$ cat src/rtl/button_pkg.sv
// Shared channel indices, repeat-FSM encoding and default timing for the button debouncer.
package button_pkg;

    localparam int BTN_UP     = 0;
    localparam int BTN_DOWN   = 1;
    localparam int BTN_LEFT   = 2;
    localparam int BTN_RIGHT  = 3;
    localparam int BTN_CENTER = 4;
    localparam int BTN_RESET  = 5;

    localparam int NUM_BTN = BTN_RESET + 1;
    // Directional channels occupy the low bits and are the only ones that auto-repeat.
    localparam int NUM_DIR = BTN_RIGHT + 1;

    localparam int DEF_DEBOUNCE_CYCLES = 1000000;
    localparam int DEF_REPEAT_DELAY    = 50000000;
    localparam int DEF_REPEAT_PERIOD   = 15000000;

    typedef enum logic [1:0] {
        RPT_IDLE   = 2'd0,
        RPT_DELAY  = 2'd1,
        RPT_REPEAT = 2'd2
    } rptState_t;

    function automatic int maxOf(input int a, input int b);
        return (a > b) ? a : b;
    endfunction

endpackage

$ cat src/rtl/debounce_channel.sv
// Single-bit synchronizer + debouncer with registered press/release strobes.
// Latency: DEBOUNCE_CYCLES+2 clocks from a stable raw change to level/pulse.
// Backpressure: none; free-running, pulses are one cycle and cannot be stalled.
module debounce_channel
    import button_pkg::*;
#(
    parameter int DEBOUNCE_CYCLES = DEF_DEBOUNCE_CYCLES
) (
    input  logic clk,
    input  logic resetN,
    input  logic btnRaw,
    output logic level,
    output logic pressPulse,
    output logic releasePulse,
    output logic accRise,
    output logic accFall
);

    localparam int CW = $clog2(DEBOUNCE_CYCLES) + 1;

    logic          sync1;
    logic          sync2;
    logic [CW-1:0] cnt;
    logic          accept;

    // accRise/accFall are the unregistered accept strobes so the repeat FSM can act on the same edge.
    assign accept  = (sync2 != level) && (cnt == CW'(DEBOUNCE_CYCLES - 1));
    assign accRise = accept && !level;
    assign accFall = accept && level;

    always_ff @(posedge clk or negedge resetN) begin
        if (!resetN) begin
            sync1        <= 1'b0;
            sync2        <= 1'b0;
            cnt          <= '0;
            level        <= 1'b0;
            pressPulse   <= 1'b0;
            releasePulse <= 1'b0;
        end else begin
            sync1        <= btnRaw;
            sync2        <= sync1;
            pressPulse   <= accRise;
            releasePulse <= accFall;
            if ((sync2 == level) || accept) begin
                cnt <= '0;
            end else begin
                cnt <= cnt + CW'(1);
            end
            if (accept) begin
                level <= ~level;
            end
        end
    end

endmodule

$ cat src/rtl/button_debouncer.sv
// Six-channel button debouncer with auto-repeat on the four directional buttons.
// Latency: DEBOUNCE_CYCLES+2 clocks to level/press/release; repeats after REPEAT_DELAY then every REPEAT_PERIOD.
// Backpressure: none; all outputs are single-cycle strobes or levels.
module button_debouncer
    import button_pkg::*;
#(
    parameter int DEBOUNCE_CYCLES = DEF_DEBOUNCE_CYCLES,
    parameter int REPEAT_EN       = 1,
    parameter int REPEAT_DELAY    = DEF_REPEAT_DELAY,
    parameter int REPEAT_PERIOD   = DEF_REPEAT_PERIOD
) (
    input  logic               clk,
    input  logic               resetN,
    input  logic [NUM_BTN-1:0] btnIn,
    output logic [NUM_BTN-1:0] btnLevel,
    output logic [NUM_BTN-1:0] btnPress,
    output logic [NUM_BTN-1:0] btnRelease
);

    localparam int RW = $clog2(maxOf(REPEAT_DELAY, REPEAT_PERIOD)) + 1;

    logic [NUM_BTN-1:0] chanPress;
    logic [NUM_BTN-1:0] accRise;
    logic [NUM_BTN-1:0] accFall;
    logic [NUM_DIR-1:0] rptPulse;
    rptState_t          rptState [NUM_DIR];
    logic [RW-1:0]      rptCnt   [NUM_DIR];
    logic               unusedStrobes;

    for (genvar g = 0; g < NUM_BTN; g++) begin : gChan
        debounce_channel #(
            .DEBOUNCE_CYCLES(DEBOUNCE_CYCLES)
        ) uChan (
            .clk         (clk),
            .resetN      (resetN),
            .btnRaw      (btnIn[g]),
            .level       (btnLevel[g]),
            .pressPulse  (chanPress[g]),
            .releasePulse(btnRelease[g]),
            .accRise     (accRise[g]),
            .accFall     (accFall[g])
        );
    end

    assign unusedStrobes = ^{accRise[NUM_BTN-1:NUM_DIR], accFall[NUM_BTN-1:NUM_DIR]};

    assign btnPress = chanPress | {{(NUM_BTN - NUM_DIR){1'b0}}, rptPulse};

    always_ff @(posedge clk or negedge resetN) begin
        if (!resetN) begin
            rptPulse <= '0;
            for (int i = 0; i < NUM_DIR; i++) begin
                rptState[i] <= RPT_IDLE;
                rptCnt[i]   <= '0;
            end
        end else begin
            for (int i = 0; i < NUM_DIR; i++) begin
                rptPulse[i] <= 1'b0;
                // A release wins over any repeat that would fire on the same edge.
                if (accFall[i]) begin
                    rptState[i] <= RPT_IDLE;
                    rptCnt[i]   <= '0;
                end else begin
                    case (rptState[i])
                        RPT_IDLE: begin
                            if (accRise[i] && (REPEAT_EN != 0)) begin
                                rptState[i] <= RPT_DELAY;
                                rptCnt[i]   <= '0;
                            end
                        end
                        RPT_DELAY: begin
                            if (rptCnt[i] == RW'(REPEAT_DELAY - 1)) begin
                                rptPulse[i] <= 1'b1;
                                rptState[i] <= RPT_REPEAT;
                                rptCnt[i]   <= '0;
                            end else begin
                                rptCnt[i] <= rptCnt[i] + RW'(1);
                            end
                        end
                        RPT_REPEAT: begin
                            if (rptCnt[i] == RW'(REPEAT_PERIOD - 1)) begin
                                rptPulse[i] <= 1'b1;
                                rptCnt[i]   <= '0;
                            end else begin
                                rptCnt[i] <= rptCnt[i] + RW'(1);
                            end
                        end
                        default: begin
                            rptState[i] <= RPT_IDLE;
                            rptCnt[i]   <= '0;
                        end
                    endcase
                end
            end
        end
    end

endmodule

$ cat config.mk
export PLATFORM = sky130hd
export DESIGN_NAME = button_debouncer
export DESIGN_NICKNAME = d
export VERILOG_FILES = /design/src/rtl/button_pkg.sv /design/src/rtl/debounce_channel.sv /design/src/rtl/button_debouncer.sv
export SDC_FILE = /design/constraint.sdc
export NUM_CORES = 1
export LEC_CHECK = 0
export ABC_AREA = 1
export CAP_MARGIN = 10
export CORE_MARGIN = 2
export CORE_UTILIZATION = 40
export CTS_BUF_LIST = sky130_fd_sc_hd__clkbuf_8 sky130_fd_sc_hd__clkbuf_16
export CTS_CLUSTER_SIZE = 12
export DETAILED_ROUTE_END_ITERATION = 10
export DONT_BUFFER_PORTS = 1
export GPL_TIMING_DRIVEN = 0
export PLACE_DENSITY = 0.61
export SYNTH_ARGS = -nofsm -noshare
export SYNTH_HDL_FRONTEND = slang
export SYNTH_SLANG_ARGS = --single-unit
$ cat constraint.sdc
create_clock -name clk -period 1.95 [get_ports clk]
set_input_delay 0.39 -clock clk [delete_from_list [all_inputs] [get_ports clk]]
set_output_delay 0.39 -clock clk [all_outputs]
set_load 0.02 [all_outputs]
==> results of run 1 <==
## worst max path at each step
| stage | start | endpoint | cells after the start |
|---|---|---|---|
| 2_1_floorplan | gChan[2].uChan.cnt[0] | rptCnt[31] | 12 |
| 3_3_place_gp | gChan[0].uChan.cnt[0] | rptCnt[102] | 11 |
| 3_5_place_dp | gChan[0].uChan.cnt[0] | rptCnt[100] | 11 |
| 4_1_cts | gChan[5].uChan.cnt[0] | gChan[5].uChan.cnt[16] | 7 |
| 5_1_grt | rptCnt[27] | rptCnt[50] | 11 |
| 6_report | gChan[2].uChan.cnt[1] | rptCnt[45] | 13 |
## registers in the layout, indices dropped and copies added (netlist names)
name,flops
gChan.uChan.cnt,126
rptCnt,108
rptState,8
gChan.uChan.level,6
gChan.uChan.pressPulse,6
gChan.uChan.releasePulse,6
gChan.uChan.sync1,6
gChan.uChan.sync2,6
rptPulse,4
## power by group through the flow
stage / combinational, W / clock, W / sequential, W
2_1_floorplan: 0.000103 / 0 / 0.00590
3_3_place_gp: 0.000131 / 0 / 0.00591
3_5_place_dp: 0.000133 / 0 / 0.00591
4_1_cts: 0.000161 / 0.00675 / 0.00580
5_1_grt: 0.000214 / 0.00697 / 0.00581
6_report: 0.000183 / 0.00654 / 0.00581
## worst max-delay path: cells and delay by family (launching register included)
family	cells	cell delay, ns
adder cells (fa/ha/maj)	1	0.15
buffers and inverters	3	0.31
AND/OR/NAND/NOR	9	0.90
flip-flops	1	0.39
## metrics by stage
stage          setup TNS (ns)  cells
2_1_floorplan               0   2331
3_3_place_gp            -6.55   2870
3_5_place_dp            -9.99   2870
4_1_cts              -0.00464   2951
5_1_grt                -0.212   3005
6_report                    0   3005
## metal layers
layer	global-route usage, %	wire length [um]
met5	0	0
met4	4.90	784
met3	3.29	1910
met2	30.6	19000
met1	25.2	19100
## synth_stat cells (2+ instances only)
master,number,share of area (%)
nand2_1,555,12
nor2_1,372,8.3
inv_1,298,6.7
dfrtp_1,276,41
nand3_1,190,5.7
nand4_1,120,4.5
nor3_1,104,3.1
a21oi_1,61,1.8
xor2_1,52,2.7
o21ai_0,33,0.98
nor4_1,29,1.1
ha_1,26,1.9
nor3b_1,24,1.1
buf_2,22,0.66
buf_4,22,0.98
nor2_2,21,0.78
nand2_2,14,0.52
or2_2,14,0.52
nand3b_1,11,0.49
nor2_4,9,0.60
xnor2_1,9,0.47
inv_2,7,0.16
buf_6,6,0.40
nand3_2,6,0.36
o21ai_1,6,0.18
nor3_2,5,0.30
clkbuf_1,4,0.089
o21a_1,4,0.18
a31oi_1,3,0.11
nand2_4,3,0.20
a21o_1,2,0.089
and2_1,2,0.075
buf_8,2,0.18
nand4_2,2,0.15
## layout make-up
type	instances	area [um2]	share of cell area, %
multi-input combinational	1690	8720	44.0
timing repair buffer	75	689	3.48
timing repair inverter	1	5.00	0.0252
clock inverter	18	183	0.921
sequential	276	6920	34.9
buffer	55	474	2.39
clock buffer	42	972	4.90
inverter	309	1190	6.00
tap	539	674	3.40
## cell families after synthesis
| group | count (synthesis) |
|---|---|
| AND/OR/NAND/NOR | 1489 |
| buffers and inverters | 365 |
| flip-flops | 276 |
| AO/OA/AOI/OAI | 114 |
| XOR/XNOR | 61 |
| adder cells (fa/ha/maj) | 26 |
## what timing repair did
| item | in CTS | in global routing |
|---|---|---|
| pin swaps | 7 | 44 |
| hold endpoints to repair | 282 | 276 |
| endpoints found under the setup margin | 166 | 184 |
| cloned | 0 | 6 |
| gates resized for setup | 25 | 138 |
| buffers inserted | 15 | 49 |
==> impl_metrics.json, run 1 <==
{
  "outcome": "finished with violations",
  "violations": "hold timing",
  "io_buffers": 0,
  "rr_worst_depth": 13,
  "p_clk_share_pct": 52.2,
  "peakVddDrop_mv": 0.706,
  "fin_worst_skew_ns": 0.0166,
  "drc": 0,
  "synthToLayoutAreaGrowth_pct": 18.2,
  "firstDrtPassIters": 6,
  "layout_commonest_cell": "nand2_1",
  "r2r_slack_ns": 0.08,
  "grt_pass1_wl_um": 68900,
  "start_util_pct": 40.3,
  "cp-start-kind": "flip-flop",
  "n_fill_cell": 4084,
  "synth_edf_count": 0,
  "dieArea_um2": 43600,
  "critPathMaxFanout": 6,
  "tightest_slew_ns": 0.605,
  "grt_antenna_before_repair": 1,
  "async_reset_ff_share_pct": 100,
  "synth_top_family_by_area": "simple AND/OR/NAND/NOR gates",
  "grt_util_all_layers_pct": 18.6,
  "cp_slowest_stage_delay_ns": 0.39,
  "synth_xor_area_share_pct": 3.18,
  "fin_area_um2": 19800,
  "p_int_w": 0.00989,
  "insertedDiodeCount": 0,
  "dp_hpwl_um": 27600,
  "dpl_worst_slack_ns": -0.202,
  "worstPathArrival_ns": 2.30,
  "p_leak_nw": 8.81,
  "synth_compound_area_share_pct": 3.59,
  "fin_util_pct": 47.6,
  "required_ns": 2.38,
  "synth_cell_types": 51,
  "combPwrFrac_pct": 1.5,
  "fin_nets": 2476,
  "avgSynthCellArea_um2": 7.20,
  "fp.coreArea_um2": 41700,
  "holdWs_ns": -0.452,
  "yosysWarnings": 0,
  "die_w_um": 209,
  "route.detailed.wl_per_inst_um": 13.6,
  "hold_path_class": "input pin to async pin",
  "overflow": 0,
  "setup_viol": 0,
  "syn_nets": 2365,
  "rsz0062_at_grt": "yes",
  "numCtsBuffers": 34,
  "switchingPower_w": 0.00264,
  "numClockSinks": 276,
  "p_sw_share_pct": 21.1,
  "ys_ff_latch": 276,
  "crit_chain": "ha_4, nand2_2, nor2_4, inv_4, nor2_8, nand3_4, nor2_4, nor2_4, nand2_2, nand2_4, inv_8, clkbuf_16, nor2_2",
  "clock_latency_ns": 0.55,
  "power.total_w": 0.0125,
  "critPathKind": "flip-flop to flip-flop",
  "cts-htree-levels": 2,
  "mostFrequentLayoutCells": "nand2_1, nor2_1, inv_1",
  "slew_viol_final": 0,
  "cellPowerDensity_nw_per_um2": 632,
  "vias": 15416,
  "fmax_ghz": 0.534,
  "synth_area_um2": 16800,
  "clk_pin_slew_worst_paths_ns": 0.06,
  "synthMuxAreaShare_pct": 0,
  "grt_max_degree": 277,
  "first_global_vias": 14552,
  "drt_wl_total_um": 40800,
  "drive_gt1_share_pct": 14.0,
  "r2r-end": "rptCnt[45]",
  "postSynthCellCount": 2331,
  "cts_tree": "built",
  "period_minus_slack_ns": 1.87,
  "dominantRegCellSynth": "dfrtp_1",
  "clk_root_buffer_cell": "clkbuf_16",
  "post_dp_cell_area_um2": 17500,
  "finalHoldViolCount": 276,
  "yosys.area_share.simple_pct": 40.8,
  "slew_headroom_pct": 59.7,
  "synth_seq_area_share_pct": 41.2,
  "holdBufCountCts": 6,
  "ios": 26,
  "crit_top_cell": "nor2_4",
  "clock_path_buffers": 3,
  "r2r-start": "gChan[2].uChan.cnt[1]",
  "fp.dieH_um": 209,
  "rows": 75,
  "gp_congestion": 0.919,
  "finalCritPeriodShare_pct": 96.1,
  "p_seq_share_pct": 46.3,
  "drt_iter0_drc": 1122,
  "crit_slowest_cell": "dfrtp_1",
  "cp-end-kind": "flip-flop",
  "synth_fa_ha_area_share_pct": 1.94,
  "setup_ws_ns": 0.0759,
  "cap_violations": 0,
  "antenna_left": 0,
  "viasPerCell": 5.13
}
Note: power is estimated with default switching activity, not from simulation.
==> run 2, diff against run 1 <==
Settings changed: CORE_UTILIZATION 40 to 45, PLACE_DENSITY 0.61 to 0.67.
==> run 2 against run 1 <==
The flow still finishes with violations (hold timing). Clock-buffer cell count shrank 2. Sequential share of layout area increased by 0.30 points. Global-route usage increased by 2.0 points. Setup slack gained 0.0040 ns. Die area down 11%. Clock power down 3%. Fmax grew 0.21%. Design area shrank 0.98%. Utilization increased by 5.9 points. Via count shrank 0.49%. Worst hold slack better by 0.010 ns. Total power fell by 1.4%. Critical endpoint is now rptCnt[75].
==> impl_metrics.json, run 2 (synthesized netlist as in run 1, its figures left out) <==
{
  "outcome": "finished with violations",
  "violations": "hold timing",
  "post_dp_cell_area_um2": 17400,
  "route.detailed.wl_per_inst_um": 13.7,
  "finalHoldViolCount": 276,
  "viasPerCell": 5.23,
  "critPathMaxFanout": 5,
  "p_leak_nw": 8.81,
  "required_ns": 2.35,
  "critPathKind": "flip-flop to flip-flop",
  "fin_worst_skew_ns": 0.0253,
  "cp_slowest_stage_delay_ns": 0.41,
  "place_inst": 2799,
  "clk_root_buffer_cell": "clkbuf_16",
  "slew_headroom_pct": 65.5,
  "io_buffers": 0,
  "slew_viol_final": 0,
  "firstDrtPassIters": 7,
  "numCtsBuffers": 34,
  "clock_path_buffers": 3,
  "clk_pin_slew_worst_paths_ns": 0.06,
  "cp-end-kind": "flip-flop",
  "numClockSinks": 276,
  "setup_ws_ns": 0.0799,
  "clock_latency_ns": 0.52,
  "dp_hpwl_um": 27400,
  "grt_util_all_layers_pct": 20.5,
  "ios": 26,
  "layout_commonest_cell": "nand2_1",
  "start_util_pct": 45.7,
  "drt_wl_total_um": 40400,
  "rsz0062_at_grt": "yes",
  "synthToLayoutAreaGrowth_pct": 17.1,
  "final_cells": 2935,
  "setup_viol": 0,
  "vias": 15340,
  "holdBufCountCts": 6,
  "cp-start-kind": "flip-flop",
  "rows": 70,
  "insertedDiodeCount": 0,
  "grt_pass1_wl_um": 67500,
  "gp_congestion": 0.927,
  "dpl_worst_slack_ns": -0.172,
  "period_minus_slack_ns": 1.87,
  "largest_reg_flops": 126,
  "cts-htree-levels": 2,
  "fp.dieH_um": 197,
  "hold_path_class": "input pin to async pin",
  "peakVddDrop_mv": 0.513,
  "crit_chain": "ha_4, nand2_4, nor2_4, nand4_1, nor2_1, nand2_1, nand2_2, nand2_2, nand2_4, nand2_4, inv_6, clkbuf_16, nor2_1",
  "first_global_vias": 14277,
  "drc": 0,
  "regMostFlops": "gChan.uChan.cnt",
  "antenna_left": 0,
  "grt_antenna_before_repair": 0,
  "cts_tree": "built",
  "die_w_um": 197,
  "grt_max_degree": 277,
  "finalCritPeriodShare_pct": 95.9,
  "crit_top_cell": "nand2_4",
  "cellPowerDensity_nw_per_um2": 629,
  "drive_gt1_share_pct": 13.9,
  "drt_iter0_drc": 1321,
  "top_regs": "gChan.uChan.cnt (126), rptCnt (108), rptState (8)",
  "worstPathArrival_ns": 2.27,
  "tightest_slew_ns": 0.513,
  "crit_family": "simple AND/OR/NAND/NOR gates",
  "dieArea_um2": 38800,
  "mostFrequentLayoutCells": "nand2_1, nor2_1, inv_1",
  "cp_num_buf_inv": 2,
  "holdWs_ns": -0.442,
  "cp-startpoint": "rptCnt[55]",
  "r2r-start": "rptCnt[55]",
  "fp.coreArea_um2": 36700,
  "cap_violations": 0,
  "crit_slowest_cell": "dfrtp_1",
  "fmax_ghz": 0.535,
  "fin_area_um2": 19600,
  "overflow": 0,
  "fin_nets": 2476
}
[run 2: final timing paths]
kind | end | slack [ns] | cells past startpoint
setup / recovery | rptCnt[75] | 0.08 | 13
hold / removal | rptCnt[100] | -0.44 | 0
setup reg to reg | rptCnt[75] | 0.08 | 13
hold reg to reg | gChan[1].uChan.sync2 | 0.34 | 0
max in group asynchronous | rptState[1] | 2.01 | 0
min in group clk | gChan[1].uChan.sync2 | 0.34 | 0
[run 2: area by class of cell]
cell class              instances  area [um2]
multi-input cells            1690        8710
plain buffers                  56         458
fillers                      3477       17100
well taps                     468         586
inverters                     309        1170
flip-flops and latches        276        6910
clock inverters                21         198
repair inverters                1        5.00
clock buffers                  40         945
repair buffers                 74         648
[run 2: metal layers]
metal | track usage (%) | up-vias | share of wire (%)
li1 | - | 7744 | -
met1 | 28.6 | 7161 | 47
met2 | 33.6 | 359 | 46
met3 | 2.70 | 76 | 4.7
met4 | 6.15 | 0 | 2.1
met5 | 0 | - | 0
[run 2: per-stage QoR]
| step | utilization, % | TNS [ns] | power, W |
|---|---|---|---|
| 2_1_floorplan | - | 0 | 0.00601 |
| 3_3_place_gp | 47.3 | -5.48 | 0.00604 |
| 3_5_place_dp | 47.3 | -7.91 | 0.00604 |
| 4_1_cts | 51.1 | -0.163 | 0.0125 |
| 5_1_grt | 53.5 | -0.399 | 0.0128 |
| 6_report | 53.5 | 0 | 0.0124 |
[run 2: timing repair]
item	in CTS	in global routing
gates resized for setup	18	118
endpoints found under the setup margin	124	192
cloned	0	4
pin swaps	10	41
buffers inserted	18	47
endpoints found under the hold margin	282	276
[run 2: worst register-to-register path, stage by stage, from the launching register on]
cell       delay, ns
dfrtp_1         0.41
ha_4            0.17
nand2_4         0.07
nor2_4          0.15
nand4_1         0.11
nor2_1          0.11
nand2_1         0.11
nand2_2         0.10
nand2_2         0.07
nand2_4         0.07
nand2_4         0.08
inv_6           0.09
clkbuf_16       0.14
nor2_1          0.04
[run 2: power breakdown]
group	switching [W]	internal [W]	leakage [nW]	total, W
combinational	0.000106	0.0000804	4.41	0.000187
clock	0.00250	0.00386	0.591	0.00636
sequential	0.0000334	0.00577	3.81	0.00581
total	0.00264	0.00972	8.81	0.0124
